**src/rtl/seg7_scan_ctrl.sv**
```systemverilog
// Three-digit BCD up/down counter with debounced pushbuttons and a
// multiplexed 7-segment scan that has per-slot blanking and a frame snapshot.

module seg7_db #(
    parameter int DB_CYC = 262144
) (
    input  logic clk,
    input  logic rst,
    input  logic btn,
    output logic ev
);
    localparam int CW = $clog2(DB_CYC + 1);
    localparam logic [CW-1:0] DB_LAST = CW'(DB_CYC - 1);

    // sync holds the pressed level (button is active-low), so reset means released
    logic [1:0]    sync;
    logic          acc;
    logic [CW-1:0] cnt;
    logic          lvl;
    logic          hit;

    assign lvl = sync[1];
    assign hit = (lvl != acc) && (cnt == DB_LAST);
    assign ev  = hit && lvl;

    always_ff @(posedge clk or negedge rst) begin
        if (!rst) begin
            sync <= '0;
            acc  <= 1'b0;
            cnt  <= '0;
        end else begin
            sync <= {sync[0], ~btn};
            if (lvl == acc) begin
                cnt <= '0;
            end else if (hit) begin
                acc <= lvl;
                cnt <= '0;
            end else begin
                cnt <= cnt + 1'b1;
            end
        end
    end
endmodule

module seg7_scan_ctrl #(
    parameter int SCAN_DIV  = 65536,
    parameter int BLANK_CYC = 256,
    parameter int DB_CYC    = 262144
) (
    input  logic        clk,
    input  logic        rst,
    input  logic        up_btn,
    input  logic        dn_btn,
    input  logic        clr_btn,
    input  logic        inc,
    input  logic        lzb,
    output logic [2:0]  digit_sel,
    output logic [6:0]  seg,
    output logic [11:0] bcd,
    output logic        carry,
    output logic        borrow
);
    localparam int SW = $clog2(SCAN_DIV + 1);
    localparam logic [SW-1:0] SLOT_LAST = SW'(SCAN_DIV - 1);
    localparam logic [SW-1:0] BLANK_L   = SW'(BLANK_CYC);

    typedef enum logic [1:0] {S_U, S_T, S_H} state_t;

    logic [2:0]    btn_n;
    logic [2:0]    ev;
    logic          up, dn;
    logic [11:0]   bcd_nxt;
    logic          cy_nxt, bw_nxt;
    state_t        state, state_nxt;
    logic [SW-1:0] slot_cnt;
    logic          slot_end;
    logic [11:0]   snap;

    assign btn_n = {clr_btn, dn_btn, up_btn};

    for (genvar g = 0; g < 3; g++) begin : gen_db
        seg7_db #(.DB_CYC(DB_CYC)) u_db (
            .clk (clk),
            .rst (rst),
            .btn (btn_n[g]),
            .ev  (ev[g])
        );
    end

    assign up = ev[0] | inc;
    assign dn = ev[1];

    always_comb begin
        bcd_nxt = bcd;
        cy_nxt  = 1'b0;
        bw_nxt  = 1'b0;
        if (ev[2]) begin
            bcd_nxt = '0;
        end else if (up && !dn) begin
            if (bcd[3:0] != 4'd9) bcd_nxt[3:0] = bcd[3:0] + 4'd1;
            else begin
                bcd_nxt[3:0] = 4'd0;
                if (bcd[7:4] != 4'd9) bcd_nxt[7:4] = bcd[7:4] + 4'd1;
                else begin
                    bcd_nxt[7:4] = 4'd0;
                    if (bcd[11:8] != 4'd9) bcd_nxt[11:8] = bcd[11:8] + 4'd1;
                    else begin
                        bcd_nxt[11:8] = 4'd0;
                        cy_nxt        = 1'b1;
                    end
                end
            end
        end else if (dn && !up) begin
            if (bcd[3:0] != 4'd0) bcd_nxt[3:0] = bcd[3:0] - 4'd1;
            else begin
                bcd_nxt[3:0] = 4'd9;
                if (bcd[7:4] != 4'd0) bcd_nxt[7:4] = bcd[7:4] - 4'd1;
                else begin
                    bcd_nxt[7:4] = 4'd9;
                    if (bcd[11:8] != 4'd0) bcd_nxt[11:8] = bcd[11:8] - 4'd1;
                    else begin
                        bcd_nxt[11:8] = 4'd9;
                        bw_nxt        = 1'b1;
                    end
                end
            end
        end
    end

    always_ff @(posedge clk or negedge rst) begin
        if (!rst) begin
            bcd    <= '0;
            carry  <= 1'b0;
            borrow <= 1'b0;
        end else begin
            bcd    <= bcd_nxt;
            carry  <= cy_nxt;
            borrow <= bw_nxt;
        end
    end

    assign slot_end = (slot_cnt == SLOT_LAST);

    always_ff @(posedge clk or negedge rst) begin
        if (!rst) begin
            state    <= S_U;
            slot_cnt <= '0;
        end else begin
            state    <= state_nxt;
            slot_cnt <= slot_end ? '0 : slot_cnt + 1'b1;
        end
    end

    always_comb begin
        state_nxt = state;
        if (slot_end) begin
            case (state)
                S_U:     state_nxt = S_T;
                S_T:     state_nxt = S_H;
                default: state_nxt = S_U;
            endcase
        end
    end

    always_ff @(posedge clk or negedge rst) begin
        if (!rst)                              snap <= '0;
        else if (state == S_U && slot_cnt == '0) snap <= bcd;
    end

    function automatic logic [6:0] glyph(input logic [3:0] d);
        case (d)
            4'd0:    glyph = 7'b0111111;
            4'd1:    glyph = 7'b0000110;
            4'd2:    glyph = 7'b1011011;
            4'd3:    glyph = 7'b1001111;
            4'd4:    glyph = 7'b1100110;
            4'd5:    glyph = 7'b1101101;
            4'd6:    glyph = 7'b1111101;
            4'd7:    glyph = 7'b0000111;
            4'd8:    glyph = 7'b1111111;
            4'd9:    glyph = 7'b1101111;
            default: glyph = 7'b0000000;
        endcase
    endfunction

    logic [2:0] onehot;
    logic [3:0] cur;
    logic       blank;
    logic       first;

    // On the snapshot-load cycle itself the register is still stale, so take bcd
    assign first = (state == S_U) && (slot_cnt == '0);

    always_comb begin
        onehot    = 3'b000;
        cur       = 4'd0;
        blank     = 1'b0;
        digit_sel = 3'b000;
        seg       = 7'b0000000;
        case (state)
            S_U: begin
                onehot = 3'b001;
                cur    = first ? bcd[3:0] : snap[3:0];
            end
            S_T: begin
                onehot = 3'b010;
                cur    = snap[7:4];
                blank  = lzb && (snap[11:8] == 4'd0) && (snap[7:4] == 4'd0);
            end
            S_H: begin
                onehot = 3'b100;
                cur    = snap[11:8];
                blank  = lzb && (snap[11:8] == 4'd0);
            end
            default: onehot = 3'b000;
        endcase
        if (slot_cnt >= BLANK_L) begin
            digit_sel = onehot;
            seg       = blank ? 7'b0000000 : glyph(cur);
        end
    end
endmodule

```
**config.mk**
```make
export PLATFORM = sky130hd
export DESIGN_NAME = seg7_scan_ctrl
export DESIGN_NICKNAME = d
export VERILOG_FILES = /design/src/rtl/seg7_scan_ctrl.sv
export SDC_FILE = /design/constraint.sdc
export NUM_CORES = 1
export LEC_CHECK = 0
export BUFFER_PORTS_ARGS = -buffer_cell sky130_fd_sc_hd__buf_2
export CAP_MARGIN = 20
export CORE_UTILIZATION = 35
export CTS_CLUSTER_DIAMETER = 40
export CTS_CLUSTER_SIZE = 16
export DETAILED_ROUTE_END_ITERATION = 7
export PLACE_DENSITY = 0.51
export REMOVE_ABC_BUFFERS = 1
export SYNTH_ARGS = -nofsm -noshare
export SYNTH_HDL_FRONTEND = slang
export SYNTH_HIERARCHICAL = 1
export SYNTH_SLANG_ARGS = --single-unit
export TNS_END_PERCENT = 30
```
**constraint.sdc**
```tcl
create_clock -name clk -period 8.8 [get_ports clk]
set_input_delay 0 -clock clk [delete_from_list [all_inputs] [get_ports clk]]
set_output_delay 0 -clock clk [all_outputs]
set_load 0.01 [all_outputs]
```
## Word level (Yosys, flattened, before mapping)

Memory sizes are Yosys's and may differ from the RTL's.
Cells that the tools add are included.

- Bitwise logic cells: 7
- Eq/ne operators: 19
- Reductions and logical operators: 26
- Magnitude comparators: 1
- Add/subtract/negate cells: 10
- Muxes and demuxes: 39

Operators with widths:

| kind | number |
|---|---|
| 19-bit 2-to-1 mux | 6 |
| 19-bit by 1-bit adder with 19-bit output, second input constant | 3 |
| 19-bit by 18-bit equality test with 1-bit output, second input constant | 3 |
| 12-bit 2-to-1 mux | 3 |
| 4-bit 2-to-1 mux | 9 |
| 17-bit by 1-bit adder with 17-bit output, second input constant | 1 |
| 17-bit by 16-bit equality test with 1-bit output, second input constant | 1 |
| 17-bit by 9-bit greater-or-equal comparator with 1-bit output, second input constant | 1 |
| 17-bit zero test | 1 |
| 17-bit 2-to-1 mux | 1 |
| 8-bit 2-to-1 mux | 2 |
| 7-bit 2-to-1 mux | 2 |
| 4-bit by 1-bit adder with 4-bit output, second input constant | 3 |
| 3-bit by 2-bit != test with 1-bit output, second input constant | 4 |
| 4-bit != test, second input constant | 3 |
| 4-bit one-hot mux with 3 select lines | 1 |
| 4-bit nonzero test | 3 |
| 4-bit by 1-bit subtractor with 4-bit output, second input constant | 3 |
| 1-bit logical AND | 11 |
| 1-bit 2-to-1 mux | 11 |
| 3-bit one-hot mux with 3 select lines | 1 |
| 4-bit zero test | 2 |
| 1-bit NOT | 6 |
| 2-bit AND reduction | 3 |
| 13 further kinds | 18 |

- Output and inout bits: 24
- Memories: 1
- Word-level logic and storage cells: 120
- Memory bits (read-only): 112
- Input port bits: 7
- Register bits: 111

Memory list:

| memory | words | bits a word | rd ports | clocked after memory_dff | write ports | RTL line | source |
|---|---|---|---|---|---|---|---|
| (name not given) | 16 | 7 | 1 | 0 | 0 | 171 | `case (d)` |

## Longest topological paths before layout

Gate-level depths: netlist of run 1.

- Depth in word-level cells: 9
- Depth in mapped cells: 12
- Mapped depth without buffers: 12

## Modules after synthesis

Netlist of run 1, hierarchy kept.

Modules (own cells, without submodules):

| module | sequential area each (um^2) | area each (um^2) | instances | cells each |
|---|---|---|---|---|
| seg7_db | 550.5 | 1058.5 | 3 | 97 |
| seg7_scan_ctrl | 1126.1 | 2885.3 | 1 | 319 |

## Worst setup path after synthesis of run 1

OpenSTA, ideal clock, no wires.

- Path type: register to register
- From: reg gen_db[1].u_db.cnt[0]
- To: reg bcd[8]
- Setup slack: 5.394 ns
- Buffers on the path: 0
- Arrival: 3.285 ns
- Required time: 8.679 ns
- Cell stages (with the launch flop): 11
- Library setup time: 0.121 ns
- Cells stage by stage: dfrtp_1 ha_1 nand4_1 or4_4 or3_4 nor3b_1 nor3b_1 a211oi_2 nor3_4 o21ai_0 a22o_1

- Cells in the longest elaborated chain, start to end: 7

RTL lines:

| element | RTL line | source |
|---|---|---|
| start: declaration | 18 | `logic [CW-1:0] cnt;` |
| start signal: assignment | 39 | `cnt <= cnt + 1'b1;` |
| 19-bit by 18-bit equality test with 1-bit output * | 23 | `assign hit = (lvl != acc) && (cnt == DB_LAST);` |
| 1-bit logical AND * | 23 |  |
| 1-bit logical AND * | 24 | `assign ev = hit && lvl;` |
| named net dn | 71 | `logic up, dn;` |
| 1-bit zero test | 99 | `end else if (up && !dn) begin` |
| 1-bit logical AND | 99 |  |
| 3-bit by 2-bit != test with 1-bit output (no source line) (tied with other cells) | - |  |
| 5-bit AND reduction (no source line) or 12-bit 2-to-1 mux (tied branches) | - |  |
| end signal: assignment | 136 | `bcd <= bcd_nxt;` |
| end: declaration | 59 | `output logic [11:0] bcd,` |

Mark *: on every way through the listed nets, which the timed path passes. The rest lies on a longest branch.
A chain may end at the register's enable or synchronous reset.

## Worst setup path after layout of run 1

Same ends and word-level chain as after synthesis.

==> out/metrics.yaml, run 1 <==
run_status:
  status: "completed"
critical_path:
  critPathLaunch: "gen_db[1].u_db/cnt[0]"
  crit_chain: "ha_1 -> nand4_1 -> or4_4 -> or3_4 -> nor3b_1 -> nor3b_1 -> a211oi_2 -> nor3_4 -> o21ai_0 -> a22o_1"
  path_buf_inv: 0
  cp_max_fo: 9
  rr_worst_depth: 10
  cpLargestDelayFamily: "simple AND/OR/NAND/NOR gates"
  r2r-end: "bcd[8]"
  critPathMostFrequentCell: "nor3b_1"
  cp_slowest_cell: "nor3b_1"
  cp_slowest_stage_delay_ps: 700
  cp.arrival_ps: 4210
  critPathRequiredTime_ps: 9050
  r2r-start: "gen_db[1].u_db/cnt[0]"
  endpoint_kind: "flop"
  critPathKind: "flop to flop"
  ff2ff_setup_slack_ps: 4850
  critPathLaunchType: "flop"
detailed_routing:
  drc: 0
  wl_per_cell_microns: 14.2
  drtIter0Drc: 172
  vias: 4525
  ant_nets: 0
  finalWirelength_microns: 12300
  drtPass1Iterations: 5
  avgViaCountPerCell: 5.20
synth:
  synth_seq_cells: 111
  syn_area_sq_um: 6060
  ys_warn_count: 6
  post_synth_num_cell_types: 66
  ys_async_sr_fraction_pct: 100
  syn_inst: 610
  netlist_top_cells_area: "dfrtp_1, nor2_1, ha_1, xnor2_1, xor2_1"
  synth_top_flop_cell: "dfrtp_1"
  synth.avg_cell_area_sq_um: 9.94
  synth_top_area_share_pct: 45.8
  yosys.area.top_type: "dfrtp_1"
  yosysSeqAreaShare_pct: 45.8
  synth_edf_count: 0
placed_design:
  io_buffers: 30
  dpl_cell_area_sq_um: 6440
  dp_hpwl_microns: 8720
  pre_cts_ws_ps: 4910
  gp_congestion: 0.869
die:
  die_y_microns: 134
  initial_core_util_pct: 36.2
  ioPinCount: 31
  die_area_sq_um: 17800
  row_count: 47
  die_x_microns: 134
  coreArea_sq_um: 16800
clock_network:
  worst_skew_pair.late_latency_ps: 360
  htree_levels: 3
  cts_sinks: 111
  post_cts_buffers: 0
  cts_root_buf: "clkbuf_16"
  cts_tree: "done"
  cts-resized-gates: 0
  numCtsBuffers: 9
  clockBufferDepth: 2
  clkTransAtPathRegs_ps: 80
  cts_hold_repair.buffers: 4
cells_and_area:
  drive_above_1_share_pct: 14.3
  utilization_pct: 40.6
  final_common_cell: "dfrtp_1"
  fill_cells: 1646
  num-nets-final: 676
  diodes: 0
  syn2layout_area_growth_pct: 12.1
  final_cell_mix: "dfrtp_1, nor2_1, nand2_1"
  design_area_sq_um: 6800
global_route:
  antenna_found_initial: 0
  grt_pass1_wl_microns: 22000
  grt_pass1_vias: 4482
  gr-total-overflow: 0
  grt_usage_pct: 15.2
  grt_max_degree: 64
pwr:
  power_density_nw_per_um2: 179
  pwr-share-clk_pct: 35.3
  switchingPower_uw: 371
  switching_share_pct: 30.4
  p_int_uw: 847
  power.share.combinational_pct: 16.3
  seq_power_share_pct: 48.4
  p_leak_uw: 0.00297
  irDropWorstVdd_mv: 0.113
timing:
  finalCriticalPeriod_ps: 3950
  hold_viol: 0
  slew_viol_final: 0
  fin_setup_tns_ps: 0
  setup_slack_ps: 4850
  timing.fmax_mhz: 253
  post-route-period-util_pct: 44.9
  fin_skew_ps: 11.1
  tightest_slew_ps: 807
  max_slew_margin_pct: 46.2
  setup_viol: 0
  rsz0062_at_grt: "false"
min_path:
  hold_path_depth: 4
  hold_path.class: "primary input to flop"
  hp-start: "inc"
  hold_path_end: "borrow"
job:
  maxCapViolCount: 0
[cell usage after synthesis, types with 5 or more instances]
| cell | count |
|---|---|
| nor3b_1 | 5 |
| clkbuf_1 | 5 |
| nor3_1 | 12 |
| a22oi_1 | 5 |
| a31oi_1 | 5 |
| and4_1 | 9 |
| nand2b_1 | 6 |
| a21oi_1 | 25 |
| xnor2_1 | 31 |
| and2_1 | 7 |
| nand2_1 | 41 |
| buf_2 | 6 |
| and3_1 | 6 |
| dfrtp_1 | 111 |
| inv_1 | 29 |
| or3_1 | 7 |
| nor4_1 | 9 |
| o21ai_0 | 25 |
| nand4_1 | 17 |
| nor2_1 | 84 |
| xor2_1 | 23 |
| nand3b_1 | 6 |
| mux2_2 | 5 |
| ha_1 | 24 |
| nand3_1 | 27 |
[stage by stage]
| stage | hold WS, ps | power (uW) | std cells |
|---|---|---|---|
| after global routing | 100 | 1290 | 870 |
| after floorplan | -296 | 716 | 598 |
| final | 81.7 | 1220 | 870 |
| after detailed placement | 69.6 | 796 | 850 |
| after global placement | 63.8 | 796 | 850 |
| after CTS | 57.7 | 1240 | 870 |
[worst max path at each step]
stage	end	depth (start not counted)
floorplan	bcd[8]	10
global placement	bcd[8]	10
detailed placement	bcd[8]	10
CTS	bcd[8]	10
global route	bcd[8]	10
finish	bcd[8]	10
[metal layers]
layer	vias up	routed length (microns)	share of wire [%]	track usage, %
met5	-	0	0	0
met4	0	150	1.2	4.42
met3	14	491	4.0	3.92
met2	79	5640	46	23.3
met1	2202	6050	49	21.1
li1	2230	-	-	-
[power groups by stage]
stage / Sequential (uW) / Clock (uW) / Combinational [uW]
finish: 590 / 431 / 198
global route: 597 / 467 / 225
CTS: 589 / 449 / 199
detailed placement: 600 / 0 / 196
global placement: 598 / 0 / 198
floorplan: 595 / 0 / 121
[worst min-delay path: stages]
cell,delay [ps]
buf_2,120
nor3b_1,120
nand2_1,110
nor4_1,60
[area by class of cell]
type | instances | area (sq um) | share of cell area (%)
timing repair buffer | 36 | 208 | 3.06
tap | 220 | 275 | 4.05
inverter | 29 | 109 | 1.60
clock buffer | 9 | 225 | 3.31
multi-input combinational | 458 | 3110 | 45.8
clock inverter | 7 | 87.6 | 1.29
sequential | 111 | 2780 | 40.9
[state kept, by name, indices dropped and copies added (netlist names)]
signal	cells
gen_db.u_db/cnt	57
carry	1
gen_db.u_db/sync	6
state	2
bcd	12
slot_cnt	17
borrow	1
gen_db.u_db/acc	3
snap	12
[kinds of logic (layout without fill, tap and decap cells)]
group	count (synthesis)	count (layout)	synth area share, %
AND/OR/NAND/NOR	269	269	24.8
flip-flops	111	111	45.8
AO/OA/AOI/OAI	100	100	11.7
XOR/XNOR	54	54	7.80
buffers and inverters	41	81	2.79
adder cells (fa/ha/maj)	24	24	4.95
multiplexers	11	11	2.17
No activity file was read; power rests on OpenSTA's default activity.
==> run 2, diff against run 1 <==
Settings changed: ABC_AREA set to 1, PLACE_DENSITY 0.51 to 0.53.
Clock period 8.8 ns to 3.55 ns, I/O delays scaled along.
==> run 2 against run 1 <==
Net effect: total power rose to 2.6 times the previous value; clock power increased by 130%; count of clock-buffer cells in the layout rose by 2; global-route usage up 0.17 points; largest cell class unchanged; sequential share of layout area is 3.5 points lower; final area rose by 9.3%; combinational power rose to 3.4 times the previous value; core utilization is 0.70 points lower; synthesized area is 9.7% higher.
==> out/metrics.yaml, run 2 <==
synth:
  syn_area_sq_um: 6650  # +9.7%
  yosys.area.top_type: "dfrtp_1"
  ys_async_sr_fraction_pct: 100  # unchanged
  post_synth_num_cell_types: 40  # -39%
  syn_inst: 851  # +40%
  synth_most_common_cell: "nand2_1"
  yosysSeqAreaShare_pct: 41.8  # -4.0 points
  netlist_top_cells_area: "dfrtp_1, nand2_1, inv_1, nor2_1, ha_1"
  synth_top_cells_by_count: "nand2_1, inv_1, nor2_1, dfrtp_1, nand3_1"
  synth_top_area_share_pct: 41.8  # -4.0 points
  ys_warn_count: 6  # unchanged
  synth_top_flop_cell: "dfrtp_1"
  synth_edf_count: 0  # unchanged
  synth_seq_cells: 111  # unchanged
  synth.avg_cell_area_sq_um: 7.81  # -21%
timing:
  fin_skew_ps: 8.74  # -2.32 ps
  post-route-period-util_pct: 84.2  # +39 points
  rsz0062_at_grt: "false"
  setup_viol: 0  # unchanged
  finalCriticalPeriod_ps: 2990  # -964 ps
  fin_setup_tns_ps: 0  # unchanged
  fin_hold_ws_ps: 313  # +232 ps
  tightest_slew_ps: 910  # +103 ps
  hold_viol: 0  # unchanged
  slew_viol_final: 0  # unchanged
  timing.fmax_mhz: 334  # +32%
  max_slew_margin_pct: 39.3  # -6.9 points
critical_path:
  cp.arrival_ps: 3270  # -940 ps
  rr_worst_depth: 17  # +7
  critPathRequiredTime_ps: 3830  # -5220 ps
  endpoint_kind: "flop"
  critPathLaunchType: "flop"
  critPathKind: "flop to flop"
  cp_max_fo: 9  # unchanged
clock_network:
  cts_sinks: 111  # unchanged
  cts_tree: "done"
  worst_skew_pair.late_latency_ps: 350  # about the same
  clockBufferDepth: 2  # unchanged
  htree_levels: 3  # unchanged
  cts_root_buf: "clkbuf_16"
  numCtsBuffers: 9  # unchanged
  cts-resized-gates: 0  # unchanged
  clkTransAtPathRegs_ps: 80  # about the same
detailed_routing:
  finalWirelength_microns: 13700  # +11%
  drtIter0Drc: 330  # +92%
  avgViaCountPerCell: 4.61  # -11%
  ant_nets: 0  # unchanged
  drtPass1Iterations: 5  # unchanged
  wl_per_cell_microns: 12.1  # -15%
  vias: 5234  # +16%
  drc: 0  # unchanged
min_path:
  hold_path.class: "primary input to flop"
  hold_path_depth: 3  # -1
die:
  die_x_microns: 140  # +4.7%
  coreArea_sq_um: 18600  # +11%
  die_y_microns: 140  # +4.7%
  row_count: 50  # +6.4%
  die_area_sq_um: 19500  # +9.5%
  initial_core_util_pct: 35.7  # -0.51 points
  ioPinCount: 31  # unchanged
global_route:
  grt_pass1_vias: 5071  # +13%
  gr-total-overflow: 0  # unchanged
  grt_usage_pct: 15.4  # +0.17 points
  antenna_found_initial: 0  # unchanged
  grt_pass1_wl_microns: 24100  # +9.3%
  grt_max_degree: 69  # +7.8%
cells_and_area:
  final_cells: 1135  # +30%
  final_common_cell: "nand2_1"
  diodes: 0  # unchanged
  multi_input_area_sq_um: 3340  # +7.3%
  fill_cells: 1929  # +17%
  largestRegisters: "gen_db.u_db/cnt: 57 flops, slot_cnt: 17 flops"
  final_cell_mix: "nand2_1, inv_1, nor2_1"
  syn2layout_area_growth_pct: 11.8
  drive_above_1_share_pct: 10.7  # -3.7 points
  largest-register: "gen_db.u_db/cnt"
  seq_area_sq_um: 2780  # unchanged
  num-nets-final: 927  # +37%
  largest_reg_flops: 57  # unchanged
placed_design:
  io_buffers: 30  # unchanged
  gp_congestion: 0.819  # -5.8%
  dp.cells: 1114  # +31%
  dp_hpwl_microns: 10100  # +15%
pwr:
  power_density_nw_per_um2: 422  # +140%
  p_leak_uw: 0.00357  # +20%
  irDropWorstVdd_mv: 0.209  # +85%
job:
  maxCapViolCount: 0  # unchanged
run_status:
  status: "completed"
-- run 2: cell count changes in the layout (fill, tap and decap cells not counted), sizes merged, moves of 9 or more --
cell,change
nor2,+67
xnor2,-12
nand3,+32
a21oi,-12
inv,+107
nand4,-17
and3,-9
nand2,+161
o21ai,+19
or3,-13
nand3b,+11
and4,-9
-- run 2: final timing paths --
| path | startpoint | slack [ps] | to |
|---|---|---|---|
| hold / removal | dn_btn | 310 | gen_db[1].u_db/sync[0] |
| hold reg to reg | gen_db[2].u_db/sync[0] | 350 | gen_db[2].u_db/sync[1] |
| setup reg to reg | gen_db[0].u_db/cnt[0] | 560 | bcd[11] |
| setup / recovery | gen_db[0].u_db/cnt[0] | 560 | bcd[11] |
| max in group asynchronous | rst | 2470 | snap[6] |
| min in group asynchronous | rst | 320 | gen_db[0].u_db/cnt[14] |
-- run 2: through the flow --
stage	util [%]	instance area [sq um]	total power (uW)	setup slack, ps
finish	39.9	7430	3130	560
global route	39.9	7430	3350	109
CTS	39.9	7430	3190	556
detailed placement	38.1	7100	2170	591
global placement	38.1	7100	2180	649
floorplan	-	6630	1910	1030
-- run 2: timing repair --
action | 4_1_cts | 5_1_grt
hold buffers | 5 | 0
endpoints found under the hold margin | 71 | 0
setup buffers | 0 | 0
-- run 2: final cells by class --
cell class | count | area share [%]
clock buffers | 11 | 3.27
clock inverters | 5 | 0.522
inverters | 137 | 6.92
flip-flops and latches | 111 | 37.4
well taps | 234 | 3.94
repair buffers | 36 | 3.00
multi-input cells | 601 | 45.0
-- run 2: report_power, final --
group / internal (uW) / switching (uW) / leakage (uW)
sequential: 1340 / 123 / 0.00145
clock: 503 / 484 / 0.000137
combinational: 252 / 427 / 0.00199
total: 2100 / 1030 / 0.00357
-- run 2: worst max-delay path: stages (launching register included) --
cell and delay (ps):
dfrtp_1 440, ha_1 210, nand2_2 90, nor2_4 150
nand2_2 100, nor2_4 150, nand3_4 150, nor2_1 190
o21ai_2 100, inv_1 110, nor2_1 70, inv_1 220
nor2_1 80, inv_2 130, nand3_2 210, nor3_4 290
o21ai_0 130, o21ai_0 80
-- run 2: metal layers --
metal | track usage (%) | wire [microns] | vias to the layer above
li1 | - | - | 2751
met1 | 19.9 | 6750 | 2399
met2 | 25.2 | 6200 | 73
met3 | 4.37 | 573 | 11
met4 | 3.82 | 166 | 0
met5 | 0 | 0 | -
-- run 2: kinds of logic (layout without fill, tap and decap cells) --
group	count (synthesis)	after routing	share of synthesized area (%)
xor+xnor	40	40	6.12
flops	111	111	41.8
simple gates	461	461	33.1
compound gates	76	76	6.57
buf+inv	139	189	7.96
fa+ha+maj	24	24	4.52
==> run 3, diff against run 2 <==
Settings changed: PLACE_DENSITY 0.53 to 0.51.
Clock period 3.55 ns to 2.93 ns, I/O delays scaled along.
==> run 3 against run 2 <==
Net effect: sequential power up 21%; first-iteration DRC count down 3.9%; core utilization is 0.97 points higher; total power up 30%; count of clock-buffer cells in the layout shrank 2; final cell count rose by 1.1%; via count is 1.1% lower; flip-flop and latch count did not move; critical path type is now flop to primary output; die area unchanged; largest cell class unchanged; clock skew is 1.1 ps higher; hold slack worse by 100 ps.
==> out/metrics.yaml, run 3 (synthesis results as in run 2) <==
timing:
  slew_viol_final: 0  # unchanged
  rsz0062_at_grt: "false"
  fin_setup_tns_ps: 0  # unchanged
  max_slew_margin_pct: 55.4  # +16 points
  fin_hold_ws_ps: 212  # -102 ps
  timing.fmax_mhz: 382
  setup_slack_ps: 314  # -245 ps
  finalCriticalPeriod_ps: 2620
  hold_viol: 0  # unchanged
  tightest_slew_ps: 670  # -241 ps
  post-route-period-util_pct: 89.3
  setup_viol: 0  # unchanged
  fin_skew_ps: 9.86  # +1.12 ps
global_route:
  grt_usage_pct: 15.5  # +0.095 points
  antenna_found_initial: 0  # unchanged
  gr-total-overflow: 0  # unchanged
  grt_pass1_vias: 5136  # +1.3%
  grt_max_degree: 52  # -25%
  grt_pass1_wl_microns: 24400  # +1.3%
critical_path:
  cp_slowest_cell: "dfrtp_1"
  critPathKind: "flop to primary output"
  cp_max_fo: 6  # -3
  endpoint_kind: "primary output"
  cp.arrival_ps: 2620  # -650 ps
  cp_slowest_stage_delay_ps: 420  # -20 ps
  critPathRequiredTime_ps: 2930  # -900 ps
  critPathMostFrequentCell: "inv_1"
  cpLargestDelayFamily: "simple AND/OR/NAND/NOR gates"
  critPathLaunchType: "flop"
  crit_chain: "inv_1 -> ha_2 -> inv_1 -> nor2_2 -> nand3_1 -> nand3_1 -> nand2_1 -> nand2_2 -> inv_1 -> ha_1 -> nand3b_1 -> nand2_1 -> nor2_1 -> nor2_1 -> buf_2"
  path_buf_inv: 4  # +1
pwr:
  pwr-share-clk_pct: 35.9  # +4.4 points
  p_int_uw: 2790  # +33%
  switchingPower_uw: 1280  # +24%
  power_density_nw_per_um2: 535  # +27%
  irDropWorstVdd_mv: 0.282  # +35%
  p_leak_uw: 0.00366  # +2.4%
  power.share.combinational_pct: 20.4  # -1.3 points
  seq_power_share_pct: 43.7  # -3.1 points
  switching_share_pct: 31.5  # -1.5 points
clock_network:
  clkTransAtPathRegs_ps: 70  # about the same
  clockBufferDepth: 2  # unchanged
  cts_sinks: 111  # unchanged
  cts_root_buf: "clkbuf_16"
  numCtsBuffers: 9  # unchanged
  htree_levels: 3  # unchanged
  cts_tree: "done"
  worst_skew_pair.late_latency_ps: 360  # about the same
cells_and_area:
  largest-register: "gen_db.u_db/cnt"
  drive_above_1_share_pct: 12.9  # +2.3 points
  final_common_cell: "nand2_1"
  num-nets-final: 939  # +1.3%
  final_cells: 1147  # +1.1%
  largestRegisters: "gen_db.u_db/cnt: 57 flops, slot_cnt: 17 flops"
  fill_cells: 1921  # -0.41%
  largest_reg_flops: 57  # unchanged
  syn2layout_area_growth_pct: 14.5
  final_cell_mix: "nand2_1, inv_1, nor2_1"
  diodes: 0  # unchanged
detailed_routing:
  drtPass1Iterations: 5  # unchanged
  wl_per_cell_microns: 12.2  # +0.78%
  drtIter0Drc: 317  # -3.9%
  drc: 0  # unchanged
  avgViaCountPerCell: 4.52  # -2.1%
  finalWirelength_microns: 13900  # +1.8%
  ant_nets: 0  # unchanged
  vias: 5179  # -1.1%
placed_design:
  pre_cts_ws_ps: 154  # -436 ps
  dp_hpwl_microns: 10400  # +3.3%
  gp_congestion: 0.799  # -2.5%
  dp.cells: 1122  # +0.72%
  io_buffers: 30  # unchanged
die:
  die_y_microns: 140  # unchanged
  die_area_sq_um: 19500  # unchanged
  ioPinCount: 31  # unchanged
  row_count: 50  # unchanged
  die_x_microns: 140  # unchanged
  initial_core_util_pct: 35.7  # unchanged
  coreArea_sq_um: 18600  # unchanged
min_path:
  hold_path.class: "primary input to async pin"
run_status:
  status: "completed"
job:
  maxCapViolCount: 0  # unchanged
## run 3: changes by cell type in the layout (fill, tap and decap cells not counted), moves of 2 or more
cell / before / now
buf_4: 1 / 14
bufinv_16: 0 / 3
dfrtp_1: 111 / 109
dfrtp_2: 0 / 2
inv_6: 3 / 1
inv_8: 0 / 2
nand2_1: 186 / 184
nand2_2: 9 / 11
nor2_1: 135 / 131
nor2_2: 5 / 8
## run 3: metal layers
| layer | routed length (microns) | track usage, % | vias up |
|---|---|---|---|
| met5 | 0 | 0 | - |
| met4 | 169 | 4.51 | 0 |
| met3 | 442 | 3.48 | 15 |
| met2 | 6410 | 25.8 | 50 |
| met1 | 6920 | 20.0 | 2339 |
| li1 | - | - | 2775 |
## run 3: worst paths after layout
path,from,endpoint,slack (ps),cells after the start
setup / recovery,state[0],seg[5],310,15
hold / removal,rst,gen_db[0].u_db/cnt[3],210,2
max in group asynchronous,rst,gen_db[1].u_db/cnt[0],1910,3
min in group clk,dn_btn,gen_db[1].u_db/sync[0],310,3
hold reg to reg,gen_db[2].u_db/sync[0],gen_db[2].u_db/sync[1],360,0
setup reg to reg,gen_db[2].u_db/cnt[0],bcd[11],360,15
## run 3: cell type report
| type | instances | area (sq um) | area share, % |
|---|---|---|---|
| clock inverters | 7 | 126 | 1.66 |
| inverters | 137 | 514 | 6.76 |
| repair buffers | 48 | 300 | 3.95 |
| multi-input cells | 601 | 3370 | 44.3 |
| well taps | 234 | 293 | 3.85 |
| flip-flops and latches | 111 | 2780 | 36.5 |
| clock buffers | 9 | 225 | 2.96 |
## run 3: power by group through the flow
stage | Clock [uW] | Combinational, uW | Sequential (uW)
4_1_cts | 1520 | 829 | 1780
3_5_place_dp | 0 | 818 | 1810
6_report | 1460 | 832 | 1780
2_1_floorplan | 0 | 512 | 1810
5_1_grt | 1560 | 962 | 1800
3_3_place_gp | 0 | 836 | 1810
## run 3: through the flow
step	total power, uW	cell area, sq um	utilization, %
global route	4330	7610	40.8
floorplan	2320	6630	-
global placement	2650	7150	38.3
CTS	4130	7550	40.5
detailed placement	2630	7150	38.3
finish	4070	7610	40.8
## run 3: what timing repair did
action	4_1_cts	5_1_grt
hold buffers	5	0
endpoints found under the hold margin	52	0
setup endpoints to repair	0	13
resized for setup	0	11
buffers inserted	0	4
